===== src/rtl/cp0_timer_intc_pkg.sv =====
// Shared constants for the CP0 timer / interrupt-pending block.
// Register numbers, Cause bit positions and parameter limits.
package cp0_timer_intc_pkg;

    localparam logic [4:0] CP0_COUNT   = 5'd9;
    localparam logic [4:0] CP0_COMPARE = 5'd11;

    // hw_ip index that carries IP7 (shared with the timer)
    localparam int IP7_BIT      = 5;
    localparam int IP6_IP2_BITS = 5;
    localparam int TI_BIT       = 30;

    localparam int COUNT_DIV_MAX   = 16;
    localparam int N_TIMER_MAX     = 4;
    localparam int N_EXT_MAX       = 6;
    localparam int SYNC_STAGES_MAX = 3;
    localparam int PRE_W           = 4;

    function automatic logic reg_hit(
        input logic       wen,
        input logic [4:0] addr,
        input logic [4:0] reg_no
    );
        return wen && (addr == reg_no);
    endfunction

endpackage


===== src/rtl/cp0_timer_intc_if.sv =====
// mtc0 write port and combinational read-back path into the timer block.
// The CP0 register block is the master.
interface cp0_timer_intc_if;
    logic        wen;
    logic [4:0]  addr;
    logic [2:0]  sel;
    logic [31:0] wdata;
    logic [31:0] rdata;

    modport master (
        output wen, addr, sel, wdata,
        input  rdata
    );

    modport slave (
        input  wen, addr, sel, wdata,
        output rdata
    );
endinterface


===== src/rtl/cp0_timer_intc_int_sync.sv =====
// Asynchronous-input synchroniser: STAGES flops, async-reset to 0.
module int_sync #(
    parameter int STAGES = 2
) (
    input  logic clk,
    input  logic rst,
    input  logic d,
    output logic q
);
    logic [STAGES-1:0] chain;

    always_ff @(posedge clk or posedge rst) begin
        if (rst) chain <= '0;
        else     chain <= STAGES'({chain, d});
    end

    assign q = chain[STAGES-1];
endmodule


===== src/rtl/cp0_timer_intc.sv =====
// CP0 Count/Compare timer with prescaler, external-line synchronisers
// and registered interrupt request to the exception logic.
module cp0_timer_intc
    import cp0_timer_intc_pkg::*;
#(
    parameter int COUNT_DIV   = 2,
    parameter int N_TIMER     = 1,
    parameter int N_EXT       = 6,
    parameter int SYNC_STAGES = 2
) (
    input  logic             clk,
    input  logic             rst,
    input  logic [N_EXT-1:0] ext_int,
    cp0_timer_intc_if.slave  bus,
    input  logic             status_ie,
    input  logic             status_exl,
    input  logic [7:0]       status_im,
    input  logic [1:0]       sw_ip,
    output logic [5:0]       hw_ip,
    output logic             ti,
    output logic [31:0]      count,
    output logic             int_req
);
    localparam logic [PRE_W-1:0] PRE_LAST = PRE_W'(COUNT_DIV - 1);

    logic [PRE_W-1:0] pre;
    logic             tick;
    logic             cnt_wr;

    assign tick   = (pre == PRE_LAST);
    assign cnt_wr = reg_hit(bus.wen, bus.addr, CP0_COUNT);

    always_ff @(posedge clk or posedge rst) begin
        if (rst) begin
            pre   <= '0;
            count <= '0;
        end else if (cnt_wr) begin
            pre   <= '0;
            count <= bus.wdata;
        end else begin
            pre   <= tick ? '0 : pre + 1'b1;
            count <= count + 32'(tick);
        end
    end

    logic [31:0]        cmp_val [N_TIMER];
    logic [N_TIMER-1:0] tpend;

    for (genvar k = 0; k < N_TIMER; k++) begin : g_cmp
        logic        cmp_wr;
        logic [31:0] cmp_q;
        logic        tp_q;

        assign cmp_wr = reg_hit(bus.wen, bus.addr, CP0_COMPARE)
                        && (bus.sel == 3'(k));

        // a Compare write beats a same-cycle match
        always_ff @(posedge clk or posedge rst) begin
            if (rst) begin
                cmp_q <= '0;
                tp_q  <= 1'b0;
            end else if (cmp_wr) begin
                cmp_q <= bus.wdata;
                tp_q  <= 1'b0;
            end else if (count == cmp_q && cmp_q != '0) begin
                tp_q  <= 1'b1;
            end
        end

        assign cmp_val[k] = cmp_q;
        assign tpend[k]   = tp_q;
    end

    assign ti = |tpend;

    logic [N_EXT-1:0] es;

    for (genvar i = 0; i < N_EXT; i++) begin : g_sync
        int_sync #(.STAGES(SYNC_STAGES)) u_sync (
            .clk (clk),
            .rst (rst),
            .d   (ext_int[i]),
            .q   (es[i])
        );
    end

    always_comb begin
        hw_ip = '0;
        for (int i = 0; i < N_EXT; i++) hw_ip[i] = es[i];
        hw_ip[IP7_BIT] = hw_ip[IP7_BIT] | ti;
    end

    always_ff @(posedge clk or posedge rst) begin
        if (rst) int_req <= 1'b0;
        else     int_req <= status_ie & ~status_exl
                            & |({hw_ip, sw_ip} & status_im);
    end

    always_comb begin
        bus.rdata = '0;
        if (bus.addr == CP0_COUNT) begin
            bus.rdata = count;
        end else if (bus.addr == CP0_COMPARE) begin
            for (int k = 0; k < N_TIMER; k++)
                if (bus.sel == 3'(k)) bus.rdata = cmp_val[k];
        end
    end
endmodule


===== src/flat_wrapper.sv =====
// flat-port wrapper written by rule: the top's interface ports become plain ports
module cp0_timer_intc_flat import cp0_timer_intc_pkg::*;
#(
    parameter int COUNT_DIV   = 2,
    parameter int N_TIMER     = 1,
    parameter int N_EXT       = 6,
    parameter int SYNC_STAGES = 2
)
  (clk, rst, ext_int, status_ie, status_exl, status_im, sw_ip, hw_ip, ti, count, int_req, bus_wen, bus_addr, bus_sel, bus_wdata, bus_rdata);
  cp0_timer_intc_if bus_i ();
  input  logic clk;
  input  logic rst;
  input  logic [N_EXT-1:0] ext_int;
  input  logic status_ie;
  input  logic status_exl;
  input  logic [7:0] status_im;
  input  logic [1:0] sw_ip;
  output logic [5:0] hw_ip;
  output logic ti;
  output logic [31:0] count;
  output logic int_req;
  input wire logic [$bits(bus_i.wen)-1:0] bus_wen;
  input wire logic [$bits(bus_i.addr)-1:0] bus_addr;
  input wire logic [$bits(bus_i.sel)-1:0] bus_sel;
  input wire logic [$bits(bus_i.wdata)-1:0] bus_wdata;
  output wire logic [$bits(bus_i.rdata)-1:0] bus_rdata;
  assign bus_i.wen = bus_wen;
  assign bus_i.addr = bus_addr;
  assign bus_i.sel = bus_sel;
  assign bus_i.wdata = bus_wdata;
  assign bus_rdata = bus_i.rdata;
  cp0_timer_intc #(.COUNT_DIV(COUNT_DIV), .N_TIMER(N_TIMER), .N_EXT(N_EXT), .SYNC_STAGES(SYNC_STAGES)) u_core (.clk(clk), .rst(rst), .ext_int(ext_int), .bus(bus_i), .status_ie(status_ie), .status_exl(status_exl), .status_im(status_im), .sw_ip(sw_ip), .hw_ip(hw_ip), .ti(ti), .count(count), .int_req(int_req));
endmodule

===== config.mk =====
export PLATFORM = sky130hd
export DESIGN_NAME = cp0_timer_intc_flat
export DESIGN_NICKNAME = d
export VERILOG_FILES = /design/src/rtl/cp0_timer_intc_pkg.sv /design/src/rtl/cp0_timer_intc_if.sv /design/src/rtl/cp0_timer_intc_int_sync.sv /design/src/rtl/cp0_timer_intc.sv /design/src/flat_wrapper.sv
export SDC_FILE = /design/constraint.sdc
export NUM_CORES = 1
export LEC_CHECK = 0
export ABC_AREA = 1
export CORE_UTILIZATION = 44
export DETAILED_ROUTE_END_ITERATION = 7
export GPL_ROUTABILITY_DRIVEN = 0
export PLACE_DENSITY_LB_ADDON = 0.05
export REMOVE_ABC_BUFFERS = 1
export SETUP_SLACK_MARGIN = 0.15
export SLEW_MARGIN = 40
export SYNTH_ARGS = -nofsm -noshare
export SYNTH_HDL_FRONTEND = slang
export SYNTH_HIERARCHICAL = 1
export SYNTH_SLANG_ARGS = --single-unit

===== constraint.sdc =====
create_clock -name clk -period 2.36 [get_ports clk]
set_input_delay 0.472 -clock clk [delete_from_list [all_inputs] [get_ports clk]]
set_output_delay 0.472 -clock clk [all_outputs]
set_load 0.1 [all_outputs]

[Word-level counts from Yosys, hierarchy flattened]
Index checks and enable logic that the tools add are counted.
Operators by class
  reductions and logical operators: 8
  muxes and demuxes: 8
  eq/ne operators: 4
  add/subtract/negate cells: 2
  bitwise operators: 5
Operators with widths (number)
  32-bit two-way mux: 4
  32-bit by 1-bit adder with 32-bit output: 1
  32-bit equality test: 1
  32-bit nonzero test: 1
  5-bit by 4-bit equality test with 1-bit output (second input constant): 2
  8-bit AND: 1
  4-bit two-way mux: 2
  8-bit OR reduction: 1
  4-bit by 1-bit adder with 4-bit output (second input constant): 1
  4-bit by 1-bit equality test with 1-bit output (second input constant): 1
  1-bit logical AND: 4
  3-bit zero test: 1
  1-bit AND: 2
  1-bit two-way mux: 2
  2-bit nonzero test: 1
  1-bit NOT: 1
  1-bit bitwise OR: 1
Word-level totals
  bits in registers: 82
  bits of input ports: 61

[Depth between registers and ports, before layout]
  depth in word-level cells: 4
  mapped depth: 16
  gate-level depth less buffers: 16

[By module]
Netlist, hierarchy kept.
By module, submodules not included
  cp0_timer_intc: cells an instance 644, area an instance 4463.0 um2, seq. area each 1751.7 um2, instances 1
  int_sync: cells an instance 3, area an instance 53.8 um2, seq. area each 50.0 um2, instances 6

[Worst setup path after synthesis]
Ideal clock, no wire load.
  kind: input -> output
  start point: in bus_addr[4]
  end point: out bus_rdata[16]
  buffers on the path: 0
  arrival time: 3.031 ns
  stages: 3
  required time: 1.888 ns
  slack: -1.143 ns
  cell sequence: nor3b_2 nand4_1 o21ai_0
Between the ends
  word-level cells in the longest chain between the ends: 3
Ends and longest elaborated chain
  start: declaration: line flat_wrapper.sv:23  | input wire logic [$bits(bus_i.addr)-1:0] bus_addr;
  5-bit by 4-bit equality test with 1-bit output: line cp0_timer_intc.sv:103  | end else if (bus.addr == CP0_COMPARE) begin
  32-bit two-way mux: line cp0_timer_intc.sv:103
  32-bit two-way mux *: line cp0_timer_intc.sv:101  | if (bus.addr == CP0_COUNT) begin
  end: declaration: line flat_wrapper.sv:26  | output wire logic [$bits(bus_i.rdata)-1:0] bus_rdata;
Mark *: on every way between the ends. The rest lies on a longest branch, timed or not.

[Worst setup path in the final report]
  start point: in bus_addr[4]
  end point: out bus_rdata[27]
The elaborated chain is that of the path after synthesis.

==> run summary <==
worst hold path class - flop to flop
routed wl met3 - 1.18 mm
TritonCTS buffer count - 9
Unique masters post-synth - 29
Via Count - 5,024
final clock skew - 0.00978 ns
Hold Startpoint - u_core/g_sync[1].u_sync/chain[0]
most used cell, CP - buf_12
CTS tree - yes
Final Cycle Share - 92.5%
CP arrival - 1.71 ns
Via density - 5.27
P&R area growth vs syn - 54.8%
Final Hold Viols - 0
first-pass GRT wire length - 25.2 mm
Die Span Y - 106 µm
Highest Signal Layer - met4
Root Driver - clkbuf_8
# nets final - 877
R2R Setup Slk - 0.25 ns
max_cap viols - 0
min Tclk post-route - 2.18 ns
vias in the first global route - 4,966
all-layer global routing usage - 29.1%
total grt overflow - 0
Area after DPL - 6600 µm²
PwrDens - 841 nW/µm²
Most used DFF post-synth - dfrtp_1
unrepaired setup endpoints after global routing - true
Setup CP Type - input port to primary output
commonest cells in the synthesized netlist - nand2_1, inv_1, dfrtp_1
WL/cell - 16.8 µm
dpl ws - -0.157 ns
clock buffer depth - 2
hold depth - 0
row count - 37
pins over their slew limit - 0
CTS Hold Bufs - 0
full die area - 11,300 µm²
# IOs - 133
clock latency on the worst-skew pair - 0.37 ns
outcome - completed
Worst Path Max Fanout - 5
largest net degree at the start of global routing - 35
synthesized flop and latch total - 82
Synth top area share - 42.9%
Final Power - 6230 µW
Post-DRT Antenna Nets - 0
post-synthesis cell area - 4790 µm²
Mapped Cells - 662
Inserted Diodes - 0
Leak Pwr - 0.00337 µW
Layout Cell Area excl Fill - 7410 µm²
register area share after synthesis - 42.9%
Max transition margin - 65.2%
Max Clock Freq - 458 MHz
CP Cell Sequence - buf_2, nor3b_4, buf_4, nand2_4, buf_12, o22ai_4, buf_6, buf_12
startpoint types - input port
Max IR drop VDD - 830 µV
share of layout cells above drive strength 1 - 22.3%
drt pass-1 iters - 5
final worst setup slack - 0.177 ns
area leader, netlist - dfrtp_1
H-Tree Depth - 3
Worst-Margin Slew - 0.518 ns
CP max stage cell - nor3b_4
Filler Cell Count - 860
share of flip-flops with an asynchronous set or reset - 100%
Slowest Stage Delay on Critical Path - 0.22 ns
drc violations - 0
Syn. warnings - 6
Initial Util - 45.9%
clock-pin slew on the worst setup and hold paths - 0.08 ns
met1 wire length - 6.67 mm
die width - 106 µm
Iter 0 DRT Violations - 415
Hold Path End - u_core/g_sync[1].u_sync/chain[1]
CP required - 1.89 ns
Core Area - 10,400 µm²
Port Buffer Count - 132
WL final - 16.0 mm
CP endpoint kind - primary output
endpoints failing setup - 0
Avg Cell Area, Syn - 7.23 µm²
initial antenna violation count - 0
Crit Reg-Reg Endpoint - u_core/count[18]
DP HPWL - 11.3 mm
worst r2r src - u_core/pre[1]
largest cells by area after synthesis - dfrtp_1, nand2_1, inv_1
most frequent cell after synthesis - nand2_1
met2 routed WL - 7.81 mm
Worst Reg-to-Reg Cells - 14
number of flops mapped to enable cells by yosys - 0
TritonCTS Sinks - 82
layout make-up:
| type | instances | area, µm² | share of cell area, % |
|---|---|---|---|
| Multi-Input combinational cell | 468 | 2700 | 36.5 |
| Clock buffer | 9 | 124 | 1.67 |
| Inverter | 87 | 327 | 4.41 |
| Clock inverter | 7 | 53.8 | 0.726 |
| Tap cell | 136 | 170 | 2.30 |
| Sequential cell | 82 | 2050 | 27.7 |
| Timing Repair Buffer | 164 | 1980 | 26.7 |
state kept, by name (all words and copies together), names as in the netlist:
register                    cells
u_core/cmp_val                 32
u_core/count                   32
u_core/g_sync.u_sync/chain     12
u_core/int_req                  1
u_core/pre                      4
u_core/ti                       1
power breakdown:
part | internal (µW) | switching [µW]
Sequential | 1660 | 384
Combinational | 851 | 2380
Clock | 391 | 568
timing repair:
action,CTS,global route
gates resized for setup,95,13
gates cloned,4,1
buffers inserted,2,2
pin swaps,7,6
setup endpoints to repair,36,42
layer usage:
metal | up-vias | GRT usage (%)
li1 | 2414 | -
met1 | 2375 | 37.2
met2 | 211 | 47.7
met3 | 24 | 6.62
met4 | 0 | 11.5
met5 | - | 0
critical path: cells and delay by family:
kind | cells | cell delay, ns
buffers and inverters | 5 | 0.73
AND/OR/NAND/NOR | 2 | 0.34
AO/OA/AOI/OAI | 1 | 0.15
cells by family after synthesis:
| kind of cell | after synthesis | share of synthesized area, % |
|---|---|---|
| and+or+nand+nor | 334 | 28.6 |
| buffers and inverters | 112 | 10.1 |
| AOI/OAI and AO/OA | 97 | 11.4 |
| DFF | 82 | 42.9 |
| xor gates and xnor gates | 33 | 6.04 |
| adders and majority gates | 4 | 1.05 |
cells in the final DEF (no fill, tap or decap), types with 3 or more instances in the layout:
cell / Yosys / routed
or2_2: 4 / 4
o22ai_2: 0 / 5
o22ai_4: 0 / 26
buf_16: 0 / 4
xor2_1: 12 / 12
nor2_4: 1 / 3
xnor2_1: 21 / 21
nor3_1: 11 / 10
nand3_1: 24 / 24
dlygate4sd2_1: 0 / 3
nor3_2: 2 / 3
nor2_2: 2 / 6
clkdlybuf4s50_1: 0 / 52
buf_4: 8 / 56
o21ai_0: 21 / 20
o21ai_1: 30 / 31
nor2_1: 74 / 68
inv_2: 2 / 6
dfrtp_1: 82 / 82
inv_1: 85 / 81
a31oi_1: 11 / 11
nand2_1: 205 / 203
buf_12: 0 / 41
nand4_1: 8 / 8
clkbuf_8: 0 / 9
buf_2: 8 / 3
how the worst max path moves through the flow:
stage                   from                to  slack, ns  depth (start not counted)
2_1_floorplan    bus_addr[4]     bus_rdata[16]      -1.95                          3
3_3_place_gp     bus_addr[4]     bus_rdata[30]      -0.09                          6
3_5_place_dp     bus_addr[3]      bus_rdata[1]      -0.16                          6
4_1_cts        u_core/pre[1]  u_core/count[18]       0.16                         14
5_1_grt        u_core/pre[1]  u_core/count[18]       0.11                         14
6_report         bus_addr[4]     bus_rdata[27]       0.18                          8
through the flow:
| stage | cells | hold slack [ns] | utilization (%) | TNS, ns |
|---|---|---|---|---|
| floorplan | 637 | 0.213 | - | -103.20 |
| global placement | 928 | 0.334 | 63.3 | -2.16 |
| detailed placement | 928 | 0.337 | 63.3 | -3.78 |
| CTS | 950 | 0.357 | 70.3 | 0 |
| global route | 953 | 0.362 | 71.1 | 0 |
| finish | 953 | 0.354 | 71.1 | 0 |
No activity file was read; power rests on OpenSTA's default activity.
